## src/rtl/packet_field_splitter_if.sv

```systemverilog
// Payload-side bundle of the field splitter: dibit input stream plus the
// address, pixel and audio byte outputs and the end-of-packet status pulses.
interface packet_field_splitter_if #(
  parameter int ADDR_W = 24
);
  logic              axiiv;
  logic [1:0]        axiid;
  logic              addr_axiov;
  logic [ADDR_W-1:0] addr;
  logic              pixel_axiov;
  logic [7:0]        pixel;
  logic              pixel_last;
  logic              audio_axiov;
  logic [7:0]        audio;
  logic              audio_last;
  logic              frame_done;
  logic              frame_err;

  // Upstream side: drives the dibit stream and consumes the split fields.
  modport master (
    output axiiv, axiid,
    input  addr_axiov, addr, pixel_axiov, pixel, pixel_last,
    input  audio_axiov, audio, audio_last, frame_done, frame_err
  );

  // Splitter side.
  modport slave (
    input  axiiv, axiid,
    output addr_axiov, addr, pixel_axiov, pixel, pixel_last,
    output audio_axiov, audio, audio_last, frame_done, frame_err
  );
endinterface

```

## src/rtl/packet_field_splitter.sv

```systemverilog
// Splits a 2-bit LSB-first payload stream into address, pixel and audio bytes;
// byte pulses appear one cycle after dibit 3; no backpressure, one byte per 4 cycles.
module packet_field_splitter #(
  parameter int ADDR_BYTES  = 3,
  parameter int PIXEL_BYTES = 80,
  parameter int AUDIO_BYTES = 16
) (
  input  logic                   clk,
  input  logic                   rst,
  packet_field_splitter_if.slave bus
);

  localparam int ADDR_W  = 8 * ADDR_BYTES;
  localparam int MAX_AP  = (ADDR_BYTES > PIXEL_BYTES) ? ADDR_BYTES : PIXEL_BYTES;
  localparam int MAX_SEC = (MAX_AP > AUDIO_BYTES) ? MAX_AP : AUDIO_BYTES;
  localparam int CNT_W   = $clog2(MAX_SEC + 1);

  localparam logic [CNT_W-1:0] CNT_ONE    = CNT_W'(1);
  localparam logic [CNT_W-1:0] ADDR_LAST  = CNT_W'(ADDR_BYTES - 1);
  localparam logic [CNT_W-1:0] PIXEL_LAST = CNT_W'(PIXEL_BYTES - 1);
  localparam logic [CNT_W-1:0] AUDIO_LAST = CNT_W'((AUDIO_BYTES > 0) ? AUDIO_BYTES - 1 : 0);

  typedef enum logic [2:0] {
    S_IDLE,
    S_ADDR,
    S_PIXEL,
    S_AUDIO,
    S_TAIL
  } state_e;

  state_e            state_q, state_d;
  logic [1:0]        dib_cnt_q, dib_cnt_d;
  logic [CNT_W-1:0]  byte_cnt_q, byte_cnt_d;
  logic [5:0]        sr_q, sr_d;
  logic              overrun_q, overrun_d;
  logic [ADDR_W-1:0] addr_q, addr_d;
  logic [7:0]        pixel_q, pixel_d;
  logic [7:0]        audio_q, audio_d;
  logic              addr_vld_q, addr_vld_d;
  logic              pixel_vld_q, pixel_vld_d;
  logic              pixel_last_q, pixel_last_d;
  logic              audio_vld_q, audio_vld_d;
  logic              audio_last_q, audio_last_d;
  logic              done_q, done_d;
  logic              err_q, err_d;

  // sr keeps only the three previously received dibits; the incoming dibit
  // becomes the MS pair of the assembled byte.
  logic [7:0] byte_val;
  logic       byte_end;

  assign byte_val = {bus.axiid, sr_q};
  assign byte_end = (dib_cnt_q == 2'd3);

  always_comb begin
    state_d      = state_q;
    dib_cnt_d    = dib_cnt_q;
    byte_cnt_d   = byte_cnt_q;
    sr_d         = sr_q;
    overrun_d    = overrun_q;
    addr_d       = addr_q;
    pixel_d      = pixel_q;
    audio_d      = audio_q;
    addr_vld_d   = 1'b0;
    pixel_vld_d  = 1'b0;
    pixel_last_d = 1'b0;
    audio_vld_d  = 1'b0;
    audio_last_d = 1'b0;
    done_d       = 1'b0;
    err_d        = 1'b0;

    if (state_q == S_IDLE) begin
      if (bus.axiiv) begin
        state_d    = S_ADDR;
        sr_d       = byte_val[7:2];
        dib_cnt_d  = 2'd1;
        byte_cnt_d = '0;
      end
    end else if (!bus.axiiv) begin
      // Only a packet resting exactly on a byte boundary in TAIL is good.
      if (state_q == S_TAIL && !overrun_q && dib_cnt_q == 2'd0) begin
        done_d = 1'b1;
      end else begin
        err_d = 1'b1;
      end
      state_d    = S_IDLE;
      dib_cnt_d  = 2'd0;
      byte_cnt_d = '0;
      sr_d       = '0;
      overrun_d  = 1'b0;
    end else begin
      case (state_q)
        S_ADDR: begin
          sr_d      = byte_val[7:2];
          dib_cnt_d = dib_cnt_q + 2'd1;
          if (byte_end) begin
            for (int k = 0; k < ADDR_BYTES; k++) begin
              if (byte_cnt_q == CNT_W'(k)) begin
                addr_d[ADDR_W-1-8*k -: 8] = byte_val;
              end
            end
            if (byte_cnt_q == ADDR_LAST) begin
              addr_vld_d = 1'b1;
              state_d    = S_PIXEL;
              byte_cnt_d = '0;
            end else begin
              byte_cnt_d = byte_cnt_q + CNT_ONE;
            end
          end
        end

        S_PIXEL: begin
          sr_d      = byte_val[7:2];
          dib_cnt_d = dib_cnt_q + 2'd1;
          if (byte_end) begin
            pixel_d     = byte_val;
            pixel_vld_d = 1'b1;
            if (byte_cnt_q == PIXEL_LAST) begin
              pixel_last_d = 1'b1;
              state_d      = (AUDIO_BYTES > 0) ? S_AUDIO : S_TAIL;
              byte_cnt_d   = '0;
            end else begin
              byte_cnt_d = byte_cnt_q + CNT_ONE;
            end
          end
        end

        S_AUDIO: begin
          sr_d      = byte_val[7:2];
          dib_cnt_d = dib_cnt_q + 2'd1;
          if (byte_end) begin
            audio_d     = byte_val;
            audio_vld_d = 1'b1;
            if (byte_cnt_q == AUDIO_LAST) begin
              audio_last_d = 1'b1;
              state_d      = S_TAIL;
              byte_cnt_d   = '0;
            end else begin
              byte_cnt_d = byte_cnt_q + CNT_ONE;
            end
          end
        end

        S_TAIL: begin
          overrun_d = 1'b1;
        end

        default: begin
          state_d = S_IDLE;
        end
      endcase
    end
  end

  always_ff @(posedge clk or posedge rst) begin
    if (rst) begin
      state_q      <= S_IDLE;
      dib_cnt_q    <= 2'd0;
      byte_cnt_q   <= '0;
      sr_q         <= '0;
      overrun_q    <= 1'b0;
      addr_q       <= '0;
      pixel_q      <= '0;
      audio_q      <= '0;
      addr_vld_q   <= 1'b0;
      pixel_vld_q  <= 1'b0;
      pixel_last_q <= 1'b0;
      audio_vld_q  <= 1'b0;
      audio_last_q <= 1'b0;
      done_q       <= 1'b0;
      err_q        <= 1'b0;
    end else begin
      state_q      <= state_d;
      dib_cnt_q    <= dib_cnt_d;
      byte_cnt_q   <= byte_cnt_d;
      sr_q         <= sr_d;
      overrun_q    <= overrun_d;
      addr_q       <= addr_d;
      pixel_q      <= pixel_d;
      audio_q      <= audio_d;
      addr_vld_q   <= addr_vld_d;
      pixel_vld_q  <= pixel_vld_d;
      pixel_last_q <= pixel_last_d;
      audio_vld_q  <= audio_vld_d;
      audio_last_q <= audio_last_d;
      done_q       <= done_d;
      err_q        <= err_d;
    end
  end

  assign bus.addr_axiov  = addr_vld_q;
  assign bus.addr        = addr_q;
  assign bus.pixel_axiov = pixel_vld_q;
  assign bus.pixel       = pixel_q;
  assign bus.pixel_last  = pixel_last_q;
  assign bus.audio_axiov = audio_vld_q;
  assign bus.audio       = audio_q;
  assign bus.audio_last  = audio_last_q;
  assign bus.frame_done  = done_q;
  assign bus.frame_err   = err_q;

endmodule

```

## src/flat_wrapper.sv

```systemverilog
// flat-port wrapper written by rule: the top's interface ports become plain ports
module packet_field_splitter_flat 
#(
  parameter int ADDR_BYTES  = 3,
  parameter int PIXEL_BYTES = 80,
  parameter int AUDIO_BYTES = 16
)
  (clk, rst, bus_axiiv, bus_axiid, bus_addr_axiov, bus_addr, bus_pixel_axiov, bus_pixel, bus_pixel_last, bus_audio_axiov, bus_audio, bus_audio_last, bus_frame_done, bus_frame_err);
  packet_field_splitter_if #(.ADDR_W(24)) bus_i ();
  input  logic clk;
  input  logic rst;
  input wire logic [$bits(bus_i.axiiv)-1:0] bus_axiiv;
  input wire logic [$bits(bus_i.axiid)-1:0] bus_axiid;
  output wire logic [$bits(bus_i.addr_axiov)-1:0] bus_addr_axiov;
  output wire logic [$bits(bus_i.addr)-1:0] bus_addr;
  output wire logic [$bits(bus_i.pixel_axiov)-1:0] bus_pixel_axiov;
  output wire logic [$bits(bus_i.pixel)-1:0] bus_pixel;
  output wire logic [$bits(bus_i.pixel_last)-1:0] bus_pixel_last;
  output wire logic [$bits(bus_i.audio_axiov)-1:0] bus_audio_axiov;
  output wire logic [$bits(bus_i.audio)-1:0] bus_audio;
  output wire logic [$bits(bus_i.audio_last)-1:0] bus_audio_last;
  output wire logic [$bits(bus_i.frame_done)-1:0] bus_frame_done;
  output wire logic [$bits(bus_i.frame_err)-1:0] bus_frame_err;
  assign bus_i.axiiv = bus_axiiv;
  assign bus_i.axiid = bus_axiid;
  assign bus_addr_axiov = bus_i.addr_axiov;
  assign bus_addr = bus_i.addr;
  assign bus_pixel_axiov = bus_i.pixel_axiov;
  assign bus_pixel = bus_i.pixel;
  assign bus_pixel_last = bus_i.pixel_last;
  assign bus_audio_axiov = bus_i.audio_axiov;
  assign bus_audio = bus_i.audio;
  assign bus_audio_last = bus_i.audio_last;
  assign bus_frame_done = bus_i.frame_done;
  assign bus_frame_err = bus_i.frame_err;
  packet_field_splitter #(.ADDR_BYTES(ADDR_BYTES), .PIXEL_BYTES(PIXEL_BYTES), .AUDIO_BYTES(AUDIO_BYTES)) u_core (.clk(clk), .rst(rst), .bus(bus_i));
endmodule
```

## config.mk

```make
export PLATFORM = sky130hd
export DESIGN_NAME = packet_field_splitter_flat
export DESIGN_NICKNAME = d
export VERILOG_FILES = /design/src/rtl/packet_field_splitter_if.sv /design/src/rtl/packet_field_splitter.sv /design/src/flat_wrapper.sv
export SDC_FILE = /design/constraint.sdc
export NUM_CORES = 1
export LEC_CHECK = 0
export BUFFER_PORTS_ARGS = -buffer_cell sky130_fd_sc_hd__buf_2
export CAP_MARGIN = 0
export CORE_AREA = 10 10 102 68
export CTS_BUF_LIST = sky130_fd_sc_hd__clkbuf_4 sky130_fd_sc_hd__clkbuf_8
export DETAILED_ROUTE_END_ITERATION = 12
export DIE_AREA = 0 0 112 78
export PLACE_DENSITY = 0.8
export SYNTH_ARGS = -nofsm -noshare
export SYNTH_HDL_FRONTEND = slang
export SYNTH_SLANG_ARGS = --single-unit
```

## constraint.sdc

```tcl
create_clock -name clk -period 3.2 [get_ports clk]
set_clock_uncertainty 0.15 [all_clocks]
set_input_delay 0.64 -clock clk [delete_from_list [all_inputs] [get_ports clk]]
set_output_delay 0.64 -clock clk [all_outputs]
set_load 0.02 [all_outputs]
```

### After elaboration in Yosys (flattened, before gate mapping)

Index checks and enable logic that the tools add are counted.

| word-level totals | value |
|---|---|
| output and inout port bits | 47 |
| input bits | 5 |
| register bits | 66 |

| cells by class | value |
|---|---|
| multiplexer cells | 58 |
| add/subtract/negate cells | 2 |
| reductions and logical operators | 16 |
| equality and inequality tests | 20 |
| bitwise logic cells | 1 |

Operators by type and width:

| kind | count |
|---|---|
| 7-bit two-way mux | 9 |
| 1-bit two-way mux | 30 |
| 3-bit two-way mux | 9 |
| 6-bit two-way mux | 4 |
| 4-bit by 2-bit != test with 1-bit output, second input constant | 6 |
| 7-bit one-hot mux with 3 select lines | 1 |
| 5-bit AND reduction | 4 |
| 3-bit one-hot mux with 4 select lines | 1 |
| 2-bit two-way mux | 4 |
| 4-bit AND reduction | 2 |
| 8-bit AND reduction | 1 |
| 7-bit by 1-bit adder with 7-bit output, second input constant | 1 |
| 7-bit by 1-bit equality test with 1-bit output, second input constant | 1 |
| 7-bit by 2-bit equality test with 1-bit output, second input constant | 1 |
| 7-bit by 4-bit equality test with 1-bit output, second input constant | 1 |
| 7-bit equality test, second input constant | 1 |
| 7-bit zero test | 1 |
| 3-bit by 2-bit equality test with 1-bit output, second input constant | 2 |
| 3-bit by 2-bit != test with 1-bit output, second input constant | 2 |
| 5-bit by 1-bit != test with 1-bit output, second input constant | 1 |
| 2-bit AND reduction | 2 |
| 3-bit by 1-bit equality test with 1-bit output, second input constant | 1 |
| 3-bit equality test, second input constant | 1 |
| 3-bit zero test | 1 |
| other kinds (9) | 10 |

### Logic depth before layout (Yosys ltp)

Gate-level depths: netlist (run 1).

| depth | value |
|---|---|
| depth in word-level cells | 6 |
| mapped depth | 6 |
| gate-level depth less buffers | 5 |

### Worst setup path after synthesis (run 1)

No wires, ideal clock.

| timing | value |
|---|---|
| path kind | input port to flip-flop |
| start point | input bus_axiiv |
| end point | register u_core.pixel_q[6], in the netlist u_core.bus.pixel[6] |
| setup slack | 1.289 ns |
| required time | 2.925 ns |
| stages | 5 |
| buffers on the path | 1 |
| arrival time | 1.636 ns |
| cell sequence | nor2b_1 > buf_4 > nand3_1 > nor2_2 > mux2_2 |

| between the ends | value |
|---|---|
| word-level cells in the longest chain between the ends | 1 |

Ends and longest elaborated chain:

| what | line | RTL |
|---|---|---|
| start, declared | flat_wrapper.sv:12 | `input wire logic [$bits(bus_i.axiiv)-1:0] bus_axiiv;` |
| 4-bit AND reduction (no line) | n/a |  |
| end signal, assigned | packet_field_splitter.sv:179 | `pixel_q <= pixel_d;` |
| end, declared | packet_field_splitter.sv:37 | `logic [7:0] pixel_q, pixel_d;` |

Every way passes these cells.
A chain may end at the register's enable or synchronous reset.

### Worst setup path after layout (run 1)

| timing | value |
|---|---|
| start point | register u_core.state_q[1] |
| end point | register u_core.dib_cnt_q[1] |

| between the ends | value |
|---|---|
| word-level cells in the longest chain between the ends | 4 |
| elaborated cells between the ends (all ways) | 9 |
| classes of those cells | eq/ne: 5; mux: 1; reduce/logical: 3 |

Ends and longest elaborated chain:

| what | line | RTL |
|---|---|---|
| start, declared | packet_field_splitter.sv:31 | `state_e state_q, state_d;` |
| start signal, assigned | packet_field_splitter.sv:173 | `state_q <= state_d;` |
| 3-bit by 1-bit equality test with 1-bit output / 3-bit by 2-bit equality test with 1-bit output (equally long branches) | packet_field_splitter.sv:92 | `case (state_q)` |
| 3-bit OR reduction (no line) | n/a |  |
| 3-bit by 2-bit != test with 1-bit output (no line) | n/a |  |
| 2-bit AND reduction (no line) | n/a |  |
| end signal, assigned | packet_field_splitter.sv:174 | `dib_cnt_q <= dib_cnt_d;` |
| end, declared | packet_field_splitter.sv:32 | `logic [1:0] dib_cnt_q, dib_cnt_d;` |

Several ways; a longest one is shown, not always the timed one.

==> results.yml, run 1 <==
run_status:
  status: "finished, final reports clean"
synthesis:
  synth.yosys.seq_area_share: 0.5841
  synth-seq-cells: 66
  yosysTopAreaCell: "dfrtp_1"
  synth_top_family_by_area: "multiplexers"
  synth-edff-count: 0
  ys_warn_count: 0
  syn_area_mm2: 0.002828
  syn_area_per_cell_um2: 13.34
  synth_compound_area_frac: 0.08407
  ys.flop_type: "dfrtp_1"
  synth_mux_area_frac: 0.1699
  synth-async-reset-ratio: 1.000
  ys_top_cells_by_area: "dfrtp_1 (58%), mux2_2 (16%), ha_1 (2.7%)"
  synth-simple-area-share: 0.1071
  synthAdderAreaFrac: 0.02655
  yosysTopAreaCellShare: 0.5841
  synth_fp_nets: 223
  synth_xor_area_frac: 0.003097
  ys_types: 44
  synthCells: 212
setup_path:
  cp_slowest_cell: "dfrtp_1"
  critPathArrivalTime_ns: 2.16
  crit_chain: "nor3_1 -> inv_1 -> o21ai_1 -> a22o_1"
  cp.required_ns: 3.33
  start_kind: "flip-flop"
  cp_top_family: "compound AO/OA/AOI/OAI gates"
  cp-end-kind: "flip-flop"
  crit_buf_inv: 1
  critPathKind: "reg -> reg"
  cp_max_fo: 12
  critical_path.max_stage_delay_ns: 0.50
timing:
  finalSetupViolCount: 0
  finalCriticalPeriod_ns: 2.030
  period_share: 0.6344
  whs_ns: 0.2018
  fmaxAchievable_mhz: 492.6
  drv_slew: 0
  hold_violations: 0
  rsz0062_at_grt: "no"
  tns_ns: 0
  worstMarginPinSlew_ns: 0.6188
  slew_headroom: 0.5859
drt:
  viasPerCell: 5.529
  drt_first_pass_iters: 4
  ant_nets: 0
  routed_wl_mm: 6.059
  avgRoutedWirePerCell_um: 17.61
  drc: 0
  vias: 1902
  first_iter_violations: 90
min_path:
  worstHoldPathType: "in -> async"
floorplanning:
  die_w_um: 112
  core_area_mm2: 0.005229
  die_h_um: 78
  rows: 21
  start_util: 0.5408
  die_area_mm2: 0.008736
  num_io_pins: 52
finish:
  drive_gt1_frac: 0.4327
  area_delta_synth_final_pct: 18.98
  nets: 282
  diodes: 0
clock_network:
  clk_pin_slew_worst_paths_ns: 0.07
  cts_resized: 0
  cts_hold_buf: 0
  root_buffer: "clkbuf_8"
  cts_buffers: 9
  postCtsSetupRepairBufs: 0
  cts_tree: "yes"
  cts_num_sinks: 66
  insertion_delay_ns: 0.34
  clockBufferDepth: 2
  htreeDepth: 3
power_and_ir_drop:
  peakVddDrop_v: 0.0003892
  report.power.total_w: 0.001959
  p_per_area_mw_per_mm2: 582.2
  p_leak_nw: 1.789
place:
  dpl.hpwl_mm: 4.501
  place.port_buffers: 51
  gp_congestion: 0.8018
global_route:
  overflow: 0
  grt_max_degree: 42
  grt_usage: 0.1489
  antenna_found_initial: 0
  grt_pass1_wl_mm: 10.49
  grt_pass1_vias: 2000
job:
  cap_viol_max_count: 0
synth_stat cells (all sizes together) (3+ instances only):
master	instances
dfrtp	66
o21ai	5
mux2	40
nand3	8
a31oi	3
nand2b	4
a22o	7
nor2	7
inv	10
o22ai	3
mux2i	3
a21oi	3
nor3	3
nand2	15
ha	6
buf	5
final cells by class:
class,count,area [um2]
fillers,422,1864
flip-flops and latches,66,1652
multi-input cells,130,1105
repair buffers,54,277.8
clock buffers,9,123.9
well taps,69,86.33
clock inverters,6,82.58
inverters,10,37.54
registers in the layout, indices dropped and copies added (netlist names):
register,count
u_core.dib_cnt_q,2
u_core.bus.pixel_axiov,1
u_core.bus.audio_last,1
u_core.sr_q,6
u_core.bus.addr_axiov,1
u_core.byte_cnt_q,7
u_core.bus.audio,8
u_core.bus.pixel,8
u_core.overrun_q,1
u_core.state_q,3
u_core.bus.audio_axiov,1
u_core.bus.pixel_last,1
u_core.bus.frame_done,1
u_core.bus.addr,24
u_core.bus.frame_err,1
cell families after synthesis:
logic type,after synthesis
simple gates,49
compound gates,31
flops,66
xor+xnor,1
buf+inv,16
fa+ha+maj,6
mux,43
metrics by stage:
stage | std cells | utilization | worst slack, ns | area [um2]
final | 344 | 0.6435 | 1.170 | 3364
after global routing | 344 | 0.6435 | 0.9728 | 3364
after CTS | 344 | 0.6435 | 1.133 | 3364
after detailed placement | 329 | 0.6040 | 0.9715 | 3158
after global placement | 329 | 0.6040 | 1.013 | 3158
after floorplan | 212 | - | 0.7552 | 2828
report_power, final:
part	internal, W	switching (W)	leakage [nW]
Clock	0.000430	0.000307	0.105
Sequential	0.000902	0.0000466	0.901
Combinational	0.000108	0.000167	0.783
Total	0.00144	0.000520	1.79
path summary, 6_finish.rpt:
path                                          start                endpoint  slack (ns)  cells past startpoint
worst min-delay path                            rst  u_core.bus.audio_axiov        0.20                      3
worst max register to register    u_core.state_q[1]     u_core.dib_cnt_q[1]        1.17                      4
max in group asynchronous                       rst     u_core.bus.pixel[4]        2.27                      3
worst max-delay path              u_core.state_q[1]     u_core.dib_cnt_q[1]        1.17                      4
worst min register to register  u_core.bus.addr[10]     u_core.bus.addr[10]        0.35                      1
min in group clk                u_core.bus.addr[10]     u_core.bus.addr[10]        0.35                      1
cells in the final DEF, fill, tap and decap left out, types with 2 or more instances in the layout:
cell type	Yosys	routed
ha_1	6	6
mux2i_1	3	3
a22o_1	7	7
a211oi_1	2	2
nand4_1	2	2
inv_1	10	9
a31oi_1	3	3
o22ai_1	3	3
o21ai_0	4	4
o21bai_1	2	2
nor3_1	2	2
a21oi_1	3	3
nand3_1	7	7
nand2_4	3	3
buf_2	3	51
mux2_2	39	39
clkinv_2	0	3
bufinv_16	0	2
nand2b_1	4	4
buf_4	2	3
clkbuf_8	0	9
dfrtp_1	66	66
nor2_1	6	6
nand2_1	12	12
per-layer routing:
metal  track usage  part of all wire
met5             0                 0
met4       0.02652            0.0031
met3       0.08679              0.11
met2        0.2129              0.45
met1        0.1929              0.44
worst reg2reg max path: stages, from the launching register on:
cell and delay, ns:
dfrtp_1 0.50, nor3_1 0.46, inv_1 0.12, o21ai_1 0.50, a22o_1 0.25
(Power assumes the default switching activity.)
==> run 2: changes to the inputs <==
--- a/config.mk
+++ b/config.mk
@@ -7,11 +7,11 @@
 export LEC_CHECK = 0
 export BUFFER_PORTS_ARGS = -buffer_cell sky130_fd_sc_hd__buf_2
 export CAP_MARGIN = 0
-export CORE_AREA = 10 10 102 68
+export CORE_AREA = 10 10 107 71
 export CTS_BUF_LIST = sky130_fd_sc_hd__clkbuf_4 sky130_fd_sc_hd__clkbuf_8
 export DETAILED_ROUTE_END_ITERATION = 12
-export DIE_AREA = 0 0 112 78
-export PLACE_DENSITY = 0.8
+export DIE_AREA = 0 0 117 81
+export PLACE_DENSITY = 0.76
 export SYNTH_ARGS = -nofsm -noshare
 export SYNTH_HDL_FRONTEND = slang
 export SYNTH_SLANG_ARGS = --single-unit
==> constraint.sdc (replaced) <==
create_clock -name clk -period 1.6 [get_ports clk]
set_clock_uncertainty 0.15 [all_clocks]
set_input_delay 0.32 -clock clk [delete_from_list [all_inputs] [get_ports clk]]
set_output_delay 0.32 -clock clk [all_outputs]
set_load 0.02 [all_outputs]
==> results.yml, run 2 (synthesis gave the netlist of run 1 again) <==
run_status:
  status: "complete, but fails checks"
  violations: "setup timing"
finish:
  final_common_cell: "dfrtp_1"
  final_cell_mix: "dfrtp_1 (63), buf_2 (51), buf_4 (40), mux2_2 (31), buf_6 (12)"
  drive_gt1_frac: 0.6364
  largest_register_ffs: 24
  diodes: 0
  nets: 336
  area_delta_synth_final_pct: 47.65
  final_cell_area_mm2: 0.004175
drt:
  routed_wl_mm: 8.242
  viasPerCell: 5.473
  first_iter_violations: 121
  ant_nets: 0
  drc: 0
  vias: 2200
  drt_first_pass_iters: 4
  avgRoutedWirePerCell_um: 20.50
global_route:
  grt_max_degree: 29
  antenna_found_initial: 0
  grt_pass1_wl_mm: 12.01
  grt_pass1_vias: 2315
  overflow: 0
  grt_usage: 0.1674
timing:
  finalSetupViolCount: 56
  finalCriticalPeriod_ns: 1.844
  period_share: 1.153
  worstMarginPinSlew_ns: 0.4739
  fmaxAchievable_mhz: 542.3
  hold_violations: 0
  finalWorstSetupSlack_ns: -0.2441
  drv_slew: 0
  slew_headroom: 0.6834
  rsz0062_at_grt: "yes"
clock_network:
  root_buffer: "clkbuf_8"
  clockBufferDepth: 2
  insertion_delay_ns: 0.35
  cts_buffers: 9
  cts_tree: "yes"
  clk_pin_slew_worst_paths_ns: 0.07
  htreeDepth: 3
  cts_num_sinks: 66
power_and_ir_drop:
  p_sw_frac: 0.2983
  pwr-share-seq: 0.465
  report.power.total_w: 0.004083
  peakVddDrop_v: 0.0009667
  p_switching_w: 0.001218
  internal-power_w: 0.002865
  p_per_area_mw_per_mm2: 977.8
  comb_power_share: 0.193
  clkPwrFrac: 0.342
  p_leak_nw: 2.097
floorplanning:
  die_w_um: 117
  core_area_mm2: 0.005781
  die_h_um: 81
  rows: 22
  die_area_mm2: 0.009477
  start_util: 0.4892
  num_io_pins: 52
place:
  place.port_buffers: 51
  dpl.hpwl_mm: 5.124
  gp_congestion: 0.8567
  postPlaceCellArea_mm2: 0.003490
setup_path:
  cp.required_ns: 1.69
  start_kind: "flip-flop"
  r2r_slack_ns: -0.24
  critPathKind: "reg -> reg"
  critPathArrivalTime_ns: 1.93
  cp-end-kind: "flip-flop"
  cp_max_fo: 5
min_path:
  worstHoldPathType: "in -> reg"
job:
  cap_viol_max_count: 0
-- run 2: what timing repair did --
| action | in CTS | in global routing |
|---|---|---|
| resized for setup | 33 | 37 |
| setup endpoints to repair | 56 | 58 |
| hold buffers | 1 | 0 |
| pin swaps | 13 | 13 |
| setup buffers | 6 | 11 |
| endpoints found under the hold margin | 17 | 0 |
-- run 2: per-layer routing --
layer	share of wire	global-route usage	up-vias
met5	0	0	-
met4	0.016	0.04054	0
met3	0.090	0.08756	18
met2	0.47	0.2636	82
met1	0.42	0.2002	1105
li1	-	-	995
-- run 2: power by group through the flow --
| stage | clock network, W | registers [W] | logic, W |
|---|---|---|---|
| 2_1_floorplan | 0 | 0.00204 | 0.000256 |
| 3_3_place_gp | 0 | 0.00191 | 0.000635 |
| 3_5_place_dp | 0 | 0.00192 | 0.000656 |
| 4_1_cts | 0.00142 | 0.00189 | 0.000713 |
| 5_1_grt | 0.00148 | 0.00191 | 0.000839 |
| 6_report | 0.00140 | 0.00190 | 0.000787 |
-- run 2: worst paths after layout --
check / startpoint / endpoint / cells after the start
max: u_core.byte_cnt_q[1] / u_core.byte_cnt_q[3] / 5
min: bus_axiid[0] / u_core.sr_q[4] / 2
max reg2reg: u_core.byte_cnt_q[1] / u_core.byte_cnt_q[3] / 5
min reg2reg: u_core.overrun_q / u_core.overrun_q / 2
max in group asynchronous: rst / u_core.bus.addr[21] / 4
min in group asynchronous: rst / u_core.bus.audio[0] / 3
-- run 2: metrics by stage --
| stage | setup slack (ns) | hold slack, ns | instances | util | TNS (ns) |
|---|---|---|---|---|---|
| floorplan | -0.1334 | 0.3039 | 212 | - | -3.834 |
| global placement | -0.1421 | 0.2164 | 368 | 0.6037 | -4.394 |
| detailed placement | -0.1786 | 0.2211 | 368 | 0.6037 | -5.900 |
| CTS | -0.1713 | 0.1216 | 391 | 0.6734 | -6.018 |
| global route | -0.2825 | 0.1371 | 402 | 0.7223 | -9.951 |
| finish | -0.2441 | 0.1299 | 402 | 0.7223 | -6.791 |
-- run 2: worst max-delay path, cell delays in order, from the launching register on --
cell and delay (ns):
dfrtp_1 0.38, ha_2 0.21, nand3_2 0.09, or4b_4 0.62, a31oi_4 0.21, o22ai_2 0.08
-- run 2: cell type report --
cell class | instances | area [um2]
multi-input cells | 130 | 1413
well taps | 72 | 90.09
inverters | 10 | 43.79
fillers | 364 | 1605
clock inverters | 7 | 68.82
clock buffers | 9 | 123.9
flip-flops and latches | 66 | 1655
repair buffers | 108 | 780.7
==> run 3: changes to the inputs <==
--- a/config.mk
+++ b/config.mk
@@ -7,11 +7,11 @@
 export LEC_CHECK = 0
 export BUFFER_PORTS_ARGS = -buffer_cell sky130_fd_sc_hd__buf_2
 export CAP_MARGIN = 0
-export CORE_AREA = 10 10 107 71
+export CORE_AREA = 10 10 102 68
 export CTS_BUF_LIST = sky130_fd_sc_hd__clkbuf_4 sky130_fd_sc_hd__clkbuf_8
 export DETAILED_ROUTE_END_ITERATION = 12
-export DIE_AREA = 0 0 117 81
-export PLACE_DENSITY = 0.76
+export DIE_AREA = 0 0 112 78
+export PLACE_DENSITY = 0.8
 export SYNTH_ARGS = -nofsm -noshare
 export SYNTH_HDL_FRONTEND = slang
 export SYNTH_SLANG_ARGS = --single-unit
==> constraint.sdc (replaced) <==
create_clock -name clk -period 1.9 [get_ports clk]
set_clock_uncertainty 0.15 [all_clocks]
set_input_delay 0.38 -clock clk [delete_from_list [all_inputs] [get_ports clk]]
set_output_delay 0.38 -clock clk [all_outputs]
set_load 0.02 [all_outputs]
==> results.yml, run 3 (synthesis gave the netlist of run 1 again) <==
finish:
  largest_register_ffs: 24
  final_cell_mix: "dfrtp_1 (66), buf_2 (51), mux2_2 (39), buf_4 (18), nand2_1 (12)"
  area_delta_synth_final_pct: 25.31
  nets: 299
  drive_gt1_frac: 0.4692
  diodes: 0
  fillers: 400
  instances_no_fill: 361
  final_common_cell: "dfrtp_1"
clock_network:
  cts_num_sinks: 66
  clk_pin_slew_worst_paths_ns: 0.07
  cts_buffers: 9
  clockBufferDepth: 2
  cts_tree: "yes"
  insertion_delay_ns: 0.34
  root_buffer: "clkbuf_8"
  htreeDepth: 3
power_and_ir_drop:
  peakVddDrop_v: 0.0005319
  p_sw_frac: 0.2561
  internal-power_w: 0.002557
  p_switching_w: 0.0008801
  p_leak_nw: 1.886
  pwr-share-seq: 0.466
  clkPwrFrac: 0.388
  p_per_area_mw_per_mm2: 970.0
  comb_power_share: 0.146
drt:
  ant_nets: 0
  avgRoutedWirePerCell_um: 17.97
  first_iter_violations: 99
  drc: 0
  viasPerCell: 5.648
  vias: 2039
  drt_first_pass_iters: 4
  routed_wl_mm: 6.486
setup_path:
  r2r_cells: 5
  cp-end-kind: "flip-flop"
  start_kind: "flip-flop"
  r2r_start: "u_core.dib_cnt_q[0]"
  critPathKind: "reg -> reg"
  startpoint: "u_core.dib_cnt_q[0]"
  cp.required_ns: 1.97
  rr_endpoint: "u_core.bus.addr[17]"
  critPathArrivalTime_ns: 1.94
  endpoint: "u_core.bus.addr[17]"
  cp_max_fo: 8
  r2r_slack_ns: 0.03
timing:
  fmaxAchievable_mhz: 533.9
  rsz0062_at_grt: "yes"
  finalSetupViolCount: 0
  finalCriticalPeriod_ns: 1.873
  drv_slew: 0
  hold_violations: 0
  period_share: 0.9858
  slew_headroom: 0.7462
  whs_ns: 0.1920
  worstMarginPinSlew_ns: 0.3775
global_route:
  antenna_found_initial: 0
  grt_pass1_wl_mm: 10.99
  overflow: 0
  grt_usage: 0.1537
  grt_max_degree: 67
  grt_pass1_vias: 2088
floorplanning:
  die_area_mm2: 0.008736
  die_w_um: 112
  rows: 21
  num_io_pins: 52
  core_area_mm2: 0.005229
  start_util: 0.5408
  die_h_um: 78
min_path:
  worstHoldPathType: "in -> reg"
place:
  dpl.hpwl_mm: 4.724
  place_inst: 345
  place.port_buffers: 51
  gp_congestion: 0.8389
job:
  cap_viol_max_count: 0
run_status:
  status: "finished, final reports clean"
[run 3: cell count changes in the layout (fill, tap and decap cells not counted), moves of 3 or more]
cell	delta
nand3_1	+4
ha_1	+3
dfrtp_2	-3
mux2_4	-9
clkinv_2	-3
dfrtp_1	+3
buf_4	-22
buf_12	-3
mux2_2	+8
buf_6	-12
[run 3: metrics by stage]
step | TNS (ns) | power (W) | area, um2 | setup slack, ns | utilization
after floorplan | 0 | 0.001926 | 2831 | 0.1083 | -
after global placement | 0 | 0.002104 | 3294 | 0.08314 | 0.6301
after detailed placement | 0 | 0.002125 | 3294 | 0.04645 | 0.6301
after CTS | 0 | 0.003467 | 3531 | 0.03576 | 0.6753
after global routing | -0.06715 | 0.003589 | 3543 | -0.01323 | 0.6777
final | 0 | 0.003437 | 3543 | 0.02704 | 0.6777
[run 3: power groups by stage]
stage               Clock, W  Sequential [W]  Combinational [W]
floorplan                  0         0.00172           0.000209
global placement           0         0.00161           0.000491
detailed placement         0         0.00162           0.000503
CTS                  0.00136         0.00160           0.000507
global route         0.00142         0.00162           0.000552
finish               0.00133         0.00160           0.000502
[run 3: timing repair]
| action | in CTS | in global routing |
|---|---|---|
| resized for setup | 0 | 2 |
| setup buffers | 0 | 0 |
| hold buffers | 1 | 0 |
| setup endpoints to repair | 0 | 18 |
| hold endpoints to repair | 66 | 0 |
[run 3: worst min path at each step]
stage	startpoint	endpoint	slack, ns	depth (start not counted)
after detailed placement	u_core.overrun_q	u_core.overrun_q	0.33	2
after global routing	bus_axiid[0]	u_core.bus.addr[14]	0.20	2
after global placement	u_core.overrun_q	u_core.overrun_q	0.32	2
after floorplan	u_core.overrun_q	u_core.overrun_q	0.30	2
after CTS	bus_axiid[1]	u_core.bus.addr[15]	0.18	2
final	bus_axiid[0]	u_core.sr_q[4]	0.19	2
[run 3: metal layers]
layer / part of all wire / vias to the layer above / GRT usage
li1: - / 919 / -
met4: 0.0088 / 0 / 0.04924
met3: 0.11 / 7 / 0.05760
met5: 0 / - / 0
met1: 0.44 / 1019 / 0.2068
met2: 0.44 / 94 / 0.2245
[run 3: worst max-delay path: stages, from the launching register on]
cell	delay [ns]
dfrtp_1	0.41
ha_1	0.22
and4b_1	0.21
and4b_4	0.25
nand2_4	0.17
mux2_2	0.36
[run 3: final cells by class]
type,instances,area (um2),share of cell area
Inverter,10,41.29,0.01165
Sequential cell,66,1652,0.4661
Clock inverter,2,60.06,0.01695
Timing Repair Buffer,71,420.4,0.1186
Clock buffer,13,166.4,0.04696
Tap cell,69,86.33,0.02436
Multi-Input combinational cell,130,1117,0.3153
